<file path="src/rtl/three_phase_demod.sv">
// Three-channel sinc^2 CIC decimator for the 1-bit sigma-delta phase bitstreams.
// One shared decimation counter keeps the A/B/C output samples time-aligned.
module three_phase_demod #(
  parameter int DEC_LOG2 = 6,
  parameter int OUT_BW   = 16
) (
  input  logic                     clk,
  input  logic                     rst,
  input  logic                     en,
  input  logic                     phaseA,
  input  logic                     phaseB,
  input  logic                     phaseC,
  output logic signed [OUT_BW-1:0] outA,
  output logic signed [OUT_BW-1:0] outB,
  output logic signed [OUT_BW-1:0] outC,
  output logic                     out_valid,
  output logic signed [OUT_BW+1:0] sum_abc
);

  localparam int ACC_BW = 2*DEC_LOG2+2;
  localparam int SHIFT  = OUT_BW-1-2*DEC_LOG2;
  localparam int SW     = ACC_BW+SHIFT;
  localparam logic signed [SW-1:0] S_MAX = SW'((64'sd1 <<< (OUT_BW-1)) - 64'sd1);
  localparam logic [DEC_LOG2-1:0]  CNT_LAST   = '1;
  localparam logic [1:0]           WARM_READY = 2'd2;

  logic [DEC_LOG2-1:0] cnt;
  logic [1:0]          warm;
  logic                dec_evt;

  logic [2:0]                     ph;
  logic [ACC_BW-1:0]              x  [3];
  logic [ACC_BW-1:0]              i1 [3];
  logic [ACC_BW-1:0]              i2 [3];
  logic [ACC_BW-1:0]              d1 [3];
  logic [ACC_BW-1:0]              d2 [3];
  logic signed [ACC_BW-1:0]       y  [3];
  logic signed [SW-1:0]           s  [3];
  logic signed [OUT_BW-1:0]       sat[3];
  logic signed [OUT_BW-1:0]       out_r[3];

  assign ph      = {phaseC, phaseB, phaseA};
  assign dec_evt = en && (cnt == CNT_LAST);

  // All CIC arithmetic wraps modulo 2**ACC_BW; the comb differences undo it.
  always_comb begin
    for (int c = 0; c < 3; c++) begin
      x[c]   = ph[c] ? ACC_BW'(1) : '1;
      y[c]   = signed'(i2[c] - d1[c] - d2[c]);
      s[c]   = SW'(y[c]);
      s[c]   = s[c] <<< SHIFT;
      // Only an all-ones window (y = R^2) can exceed positive full scale.
      sat[c] = (s[c] > S_MAX) ? OUT_BW'(S_MAX) : OUT_BW'(s[c]);
    end
  end

  always_ff @(posedge clk or posedge rst) begin
    if (rst) begin
      cnt       <= '0;
      warm      <= '0;
      out_valid <= 1'b0;
      for (int c = 0; c < 3; c++) begin
        i1[c]    <= '0;
        i2[c]    <= '0;
        d1[c]    <= '0;
        d2[c]    <= '0;
        out_r[c] <= '0;
      end
    end else begin
      out_valid <= 1'b0;
      if (en) begin
        cnt <= cnt + 1'b1;
        for (int c = 0; c < 3; c++) begin
          i1[c] <= i1[c] + x[c];
          i2[c] <= i2[c] + i1[c];
        end
        if (dec_evt) begin
          out_valid <= (warm == WARM_READY);
          if (warm != WARM_READY) warm <= warm + 1'b1;
          for (int c = 0; c < 3; c++) begin
            d1[c]    <= i2[c];
            d2[c]    <= i2[c] - d1[c];
            out_r[c] <= sat[c];
          end
        end
      end
    end
  end

  assign outA    = out_r[0];
  assign outB    = out_r[1];
  assign outC    = out_r[2];
  assign sum_abc = (OUT_BW+2)'(out_r[0]) + (OUT_BW+2)'(out_r[1]) + (OUT_BW+2)'(out_r[2]);

endmodule

</file>
<file path="config.mk">
export PLATFORM = sky130hd
export DESIGN_NAME = three_phase_demod
export DESIGN_NICKNAME = d
export VERILOG_FILES = /design/src/rtl/three_phase_demod.sv
export SDC_FILE = /design/constraint.sdc
export NUM_CORES = 1
export LEC_CHECK = 0
export ABC_AREA = 1
export CAP_MARGIN = 20
export CORE_ASPECT_RATIO = 2
export CORE_MARGIN = 2
export CORE_UTILIZATION = 45
export DETAILED_ROUTE_END_ITERATION = 8
export PLACE_DENSITY = 0.64
export RECOVER_POWER = 50
export SLEW_MARGIN = 20
export SYNTH_ARGS = -nofsm -noshare
export SYNTH_HDL_FRONTEND = slang
export SYNTH_SLANG_ARGS = --single-unit
export TNS_END_PERCENT = 5
</file>
<file path="constraint.sdc">
create_clock -name clk -period 11.4 [get_ports clk]
set_clock_uncertainty 0.15 [all_clocks]
set_input_delay 2.28 -clock clk [delete_from_list [all_inputs] [get_ports clk]]
set_output_delay 2.28 -clock clk [all_outputs]
set_load 0.01 [all_outputs]
</file>
==> results.sh, run 1 <==
export IMPL_num_io_pins=73
export IMPL_drive_above_1_share_pct=7.70
export IMPL_grt_pass1_vias=14600
export IMPL_detailed_place_hpwl_um=31500
export IMPL_status="finished with violations"
export IMPL_globalplace_congestion=0.963
export IMPL_tns_ps=0
export IMPL_firstDrtPassIters=5
export IMPL_area_growth_pct=11.0
export IMPL_ys_seq_area_share_pct=31.9
export IMPL_crit_path_end_kind="flip-flop"
export IMPL_synth_top_area_share_pct=31.9
export IMPL_yosysTopAreaCell="dfrtp_1"
export IMPL_postSynthRegisterBits=219
export IMPL_pwr_share_clk_pct=12.9
export IMPL_cp_arrival_ps=7330
export IMPL_nets=2512
export IMPL_antenna_cells=0
export IMPL_crit_family="buffers and inverters"
export IMPL_postRouteAntennaNets=0
export IMPL_die_y_um=280
export IMPL_die_w_um=142
export IMPL_insertion_delay_ps=530
export IMPL_grt_overflow_total=0
export IMPL_violations="capacitance limit, slew limit"
export IMPL_reg2reg_to="outC[14]"
export IMPL_crit_slowest_cell="clkbuf_1"
export IMPL_track_usage_pct=21.0
export IMPL_hp_start="cnt[5]"
export IMPL_required_ps=11650
export IMPL_fmax_mhz=141
export IMPL_critPathKind="primary input to flip-flop"
export IMPL_worst_path_buf_inv=5
export IMPL_hold_buffers=0
export IMPL_cts_clk_slew_worst_paths_ps=70
export IMPL_ys_types=47
export IMPL_reg2reg_slack_ps=7170
export IMPL_hold_violations=0
export IMPL_pre_cts_ws_ps=5640
export IMPL_wl_per_cell_um=14.7
export IMPL_synth_ff_type="dfrtp_1"
export IMPL_synthTopCellsByCount="nand2_1 (504), inv_1 (302), dfrtp_1 (219), o21ai_0 (206), ha_1 (172)"
export IMPL_switching_share_pct=50.6
export IMPL_synth_area_leaders="dfrtp_1 (32%), ha_1 (13%), nand2_1 (11%), inv_1 (6.6%), o21ai_0 (6.0%)"
export IMPL_reg2reg_from="i2[0]"
export IMPL_cts_tree="yes"
export IMPL_maxSlewHeadroom_pct=-159
export IMPL_wirelength_um=41000
export IMPL_slew_viol_final=226
export IMPL_hp_class="flip-flop to flip-flop"
export IMPL_critPathLaunchType="primary input"
export IMPL_setup_viol=0
export IMPL_core_area_um2=37800
export IMPL_seq_power_share_pct=19.2
export IMPL_h_tree_depth=1
export IMPL_synth_edf_count=0
export IMPL_setup_ws_ps=4320
export IMPL_via_per_inst=5.25
export IMPL_peakVddDrop_uv=143
export IMPL_num_vias=14600
export IMPL_syn_inst=2258
export IMPL_power_switching_w=0.00325
export IMPL_fin_crit_sh_pct=62.1
export IMPL_maxCapViolCount=4
export IMPL_powerDensity_nw_per_um2=337
export IMPL_rsz0062_at_grt="false"
export IMPL_drt_initial_drc_count=612
export IMPL_die_area_um2=39800
export IMPL_syn_area_per_cell_um2=7.60
export IMPL_ys_warn_count=0
export IMPL_worstPathMaxFanout=110
export IMPL_drc=0
export IMPL_p_leak_nw=9.49
export IMPL_clock_root_buffer="clkbuf_16"
export IMPL_r2r_cells=22
export IMPL_cts_resized=0
export IMPL_rows=101
export IMPL_whs_path_depth=1
export IMPL_intPower_w=0.00317
export IMPL_synth_area_um2=17200
export IMPL_grt_max_degree=111
export IMPL_grt_pass1_wl_um=68800
export IMPL_crit_path_max_incr_delay_ps=1420
export IMPL_instances_no_fill=2787
export IMPL_clock_sinks=219
export IMPL_cts_setup_buffers=0
export IMPL_nFillCells=3658
export IMPL_path_cells="buf_2 -> clkbuf_1 -> inv_1 -> nor3_4 -> buf_4 -> buf_4 -> o21ai_0 -> a21oi_1 -> a21oi_1"
export IMPL_fin_crit_ps=7080
export IMPL_cts_buffers=22
export IMPL_io_buffers=72
export IMPL_worstHoldEndpoint="cnt[5]"
export IMPL_synth_most_common_cell="nand2_1"
export IMPL_comb_power_share_pct=67.9
export IMPL_initial_utilization_pct=45.4
export IMPL_postSynth_asyncResetShare_pct=100
export IMPL_antenna_found_initial=0
export IMPL_clk_path_buf_depth=3
export IMPL_tightest_slew_ps=3860
export IMPL_syn_num_nets=2462
export IMPL_dpl_cell_count=2747
-- final cells by class --
cell class | instances | area (um^2) | area share, %
sequential | 219 | 5480 | 28.8
multi-input combinational | 1679 | 10300 | 53.9
tap | 463 | 579 | 3.04
timing repair buffer | 80 | 764 | 4.01
clock buffer | 32 | 669 | 3.51
clock inverter | 8 | 144 | 0.755
inverter | 306 | 1150 | 6.03
-- cell usage in the layout, fill, tap and decap left out, types with 18 or more instances in the layout --
master	count
dfrtp_1	219
nand4_1	27
xnor2_1	35
o21ai_0	207
a21oi_2	33
nor2_1	142
dlygate4sd3_1	42
o21bai_1	18
clkbuf_16	23
a31oi_1	29
fa_1	26
inv_1	300
xor2_1	65
or2_2	50
nand2_1	504
a21oi_1	138
clkdlybuf4s50_1	29
nand3_1	106
ha_1	172
-- routing by layer --
layer	global-route usage (%)	share of wire, %	up-vias
li1	-	-	7524
met1	21.9	38	6788
met2	40.6	53	216
met3	2.42	3.1	95
met4	10.6	5.4	0
met5	0	0	-
-- cell families (layout without fill, tap and decap cells) --
logic type               count (synthesis)  in the layout  synth area share (%)
XOR/XNOR                               100            100                  5.10
adder cells (fa/ha/maj)                198            198                  15.6
multiplexers                             1              1                0.0583
buffers and inverters                  360            426                  8.27
AND/OR/NAND/NOR                        896            896                  23.0
flip-flops                             219            219                  31.9
AO/OA/AOI/OAI                          484            484                  16.0
-- worst max-delay path by stage --
stage / startpoint / endpoint / slack, ps / cells after the start
after floorplan: rst / cnt[0] / 2980 / 1
after global placement: en / outB[10] / 5710 / 9
after detailed placement: en / outB[10] / 5640 / 9
after CTS: outA[2] / sum_abc[12] / 5160 / 12
after global routing: en / outB[13] / 3650 / 9
final: en / outB[14] / 4320 / 9
-- stage by stage --
step / power (W) / cell area, um^2 / hold WS, ps / utilization [%]
floorplan: 0.00461 / 17200 / 296 / -
detailed placement: 0.00561 / 18300 / 321 / 48.3
CTS: 0.00646 / 19100 / 334 / 50.5
global route: 0.00713 / 19100 / 356 / 50.4
finish: 0.00642 / 19100 / 329 / 50.4
global placement: 0.00554 / 18300 / 309 / 48.3
-- state kept, by name, summed over array words and instances (netlist names) --
register   count
i2            42
outB          14
outA          14
out_valid      1
cnt            6
warm           2
d1            42
i1            42
d2            42
outC          14
-- power by group through the flow --
stage / Combinational (W) / Sequential, W / Clock [W]
after floorplan: 0.00344 / 0.00117 / 0
after global placement: 0.00430 / 0.00124 / 0
after detailed placement: 0.00436 / 0.00125 / 0
after CTS: 0.00438 / 0.00123 / 0.000845
after global routing: 0.00499 / 0.00127 / 0.000872
final: 0.00436 / 0.00123 / 0.000825
Note: power is estimated with default switching activity, not from simulation.
==> inputs of run 2 (changes only) <==
Settings changed: PLACE_DENSITY 0.64 to 0.66.
Clock period 11.4 ns to 6.3 ns, I/O delays scaled along.
==> results.sh, run 2 (synthesis gave the netlist of run 1 again) <==
export IMPL_status="finished with violations"
export IMPL_violations="capacitance limit, slew limit"
export IMPL_die_y_um=280
export IMPL_maxSlewHeadroom_pct=-157
export IMPL_crit_slowest_cell="a21boi_0"
export IMPL_drc=0
export IMPL_grt_max_degree=195
export IMPL_grt_pass1_vias=14900
export IMPL_detailed_place_hpwl_um=32300
export IMPL_cp_arrival_ps=3730
export IMPL_p_leak_nw=9.43
export IMPL_antenna_cells=0
export IMPL_post_dp_cell_area_um2=18300
export IMPL_track_usage_pct=21.4
export IMPL_cts_resized=0
export IMPL_drive_above_1_share_pct=7.41
export IMPL_powerDensity_nw_per_um2=610
export IMPL_comb_power_share_pct=68.7
export IMPL_postRouteAntennaNets=0
export IMPL_io_buffers=72
export IMPL_cts_tree="yes"
export IMPL_hold_buffers=0
export IMPL_tns_ps=0
export IMPL_intPower_w=0.00570
export IMPL_nets=2511
export IMPL_nFillCells=3662
export IMPL_setup_viol=0
export IMPL_clk_path_buf_depth=3
export IMPL_wl_per_cell_um=15.1
export IMPL_final_cell_area_um2=19000
export IMPL_path_cells="inv_1 -> fa_1 -> inv_1 -> ha_1 -> a21o_1 -> nand3_1 -> nand2_1 -> a21boi_0 -> inv_1 -> a21oi_1 -> xnor2_1 -> clkdlybuf4s50_1"
export IMPL_cts_setup_buffers=0
export IMPL_seq_power_share_pct=19.1
export IMPL_fin_crit_sh_pct=81.6
export IMPL_grt_pass1_wl_um=69600
export IMPL_slew_viol_final=204
export IMPL_p_total_w=0.0116
export IMPL_pwr_share_clk_pct=12.2
export IMPL_final_cell_mix="nand2_1 (504), inv_1 (300), dfrtp_1 (219), o21ai_0 (207), ha_1 (172)"
export IMPL_core_area_um2=37800
export IMPL_critPathKind="flip-flop to primary output"
export IMPL_fin_crit_ps=5140
export IMPL_final_common_cell="nand2_1"
export IMPL_num_vias=14600
export IMPL_multi_input_area_um2=10300
export IMPL_insertion_delay_ps=530
export IMPL_critPathLaunchType="flip-flop"
export IMPL_firstDrtPassIters=5
export IMPL_clock_sinks=219
export IMPL_peakVddDrop_uv=251
export IMPL_cts_buffers=23
export IMPL_timing_hold_ws_ps=324
export IMPL_num_io_pins=73
export IMPL_die_w_um=142
export IMPL_crit_path_end_kind="primary output"
export IMPL_rsz0062_at_grt="false"
export IMPL_grt_overflow_total=0
export IMPL_switching_share_pct=50.9
export IMPL_crit_path_max_incr_delay_ps=550
export IMPL_cts_clk_slew_worst_paths_ps=60
export IMPL_power_switching_w=0.00591
export IMPL_via_per_inst=5.26
export IMPL_rows=101
export IMPL_seqCellArea_um2=5480
export IMPL_antenna_found_initial=0
export IMPL_clock_root_buffer="clkbuf_16"
export IMPL_drt_initial_drc_count=555
export IMPL_cp_common_cell="inv_1"
export IMPL_initial_utilization_pct=45.4
export IMPL_area_growth_pct=10.8
export IMPL_fmax_mhz=194
export IMPL_worstPathMaxFanout=5
export IMPL_wirelength_um=41900
export IMPL_h_tree_depth=1
export IMPL_hold_violations=0
export IMPL_tightest_slew_ps=3850
export IMPL_die_area_um2=39800
export IMPL_maxCapViolCount=3
export IMPL_required_ps=4890
export IMPL_globalplace_congestion=0.924
export IMPL_hp_class="flip-flop to flip-flop"
## run 2: layer usage
metal | vias to the layer above | track usage, % | part of all wire, %
met5 | - | 0 | 0
met4 | 0 | 12.3 | 6.2
met1 | 6776 | 21.1 | 37
met3 | 112 | 2.65 | 3.5
met2 | 233 | 41.8 | 53
li1 | 7524 | - | -
## run 2: cell type report
class / instances / area share (%)
clock inverters: 9 / 0.777
flip-flops and latches: 219 / 28.8
repair buffers: 78 / 4.07
well taps: 463 / 3.05
multi-input cells: 1679 / 54.0
clock buffers: 30 / 3.22
inverters: 306 / 6.05
## run 2: metrics by stage
step	util, %	std cells	worst slack [ps]
4_1_cts	50.4	2784	1150
6_report	50.3	2784	1160
5_1_grt	50.3	2784	825
3_5_place_dp	48.3	2745	1720
3_3_place_gp	48.3	2745	1740
2_1_floorplan	-	2258	2040
## run 2: power groups by stage
| stage | Sequential (W) | Clock, W | Combinational, W |
|---|---|---|---|
| after floorplan | 0.00212 | 0 | 0.00622 |
| after global placement | 0.00222 | 0 | 0.00780 |
| after detailed placement | 0.00224 | 0 | 0.00794 |
| after CTS | 0.00222 | 0.00147 | 0.00798 |
| after global routing | 0.00229 | 0.00151 | 0.00907 |
| final | 0.00221 | 0.00142 | 0.00797 |
## run 2: worst max-delay path: cells and delay by family (launching register included)
kind / cells / cell delay, ps
compound gates: 3 / 940
buf+inv: 4 / 830
fa+ha+maj: 2 / 730
flops: 1 / 400
simple gates: 2 / 180
xor+xnor: 1 / 130
## run 2: path summary, 6_finish.rpt
path / start / endpoint / slack, ps / cells after the start
hold / removal: cnt[5] / cnt[5] / 320 / 1
min in group asynchronous: rst / d2[36] / 1030 / 2
setup / recovery: outA[2] / sum_abc[12] / 1160 / 12
setup reg to reg: i2[0] / outC[13] / 2170 / 22
hold reg to reg: cnt[5] / cnt[5] / 320 / 1
max in group asynchronous: rst / d2[26] / 1530 / 3
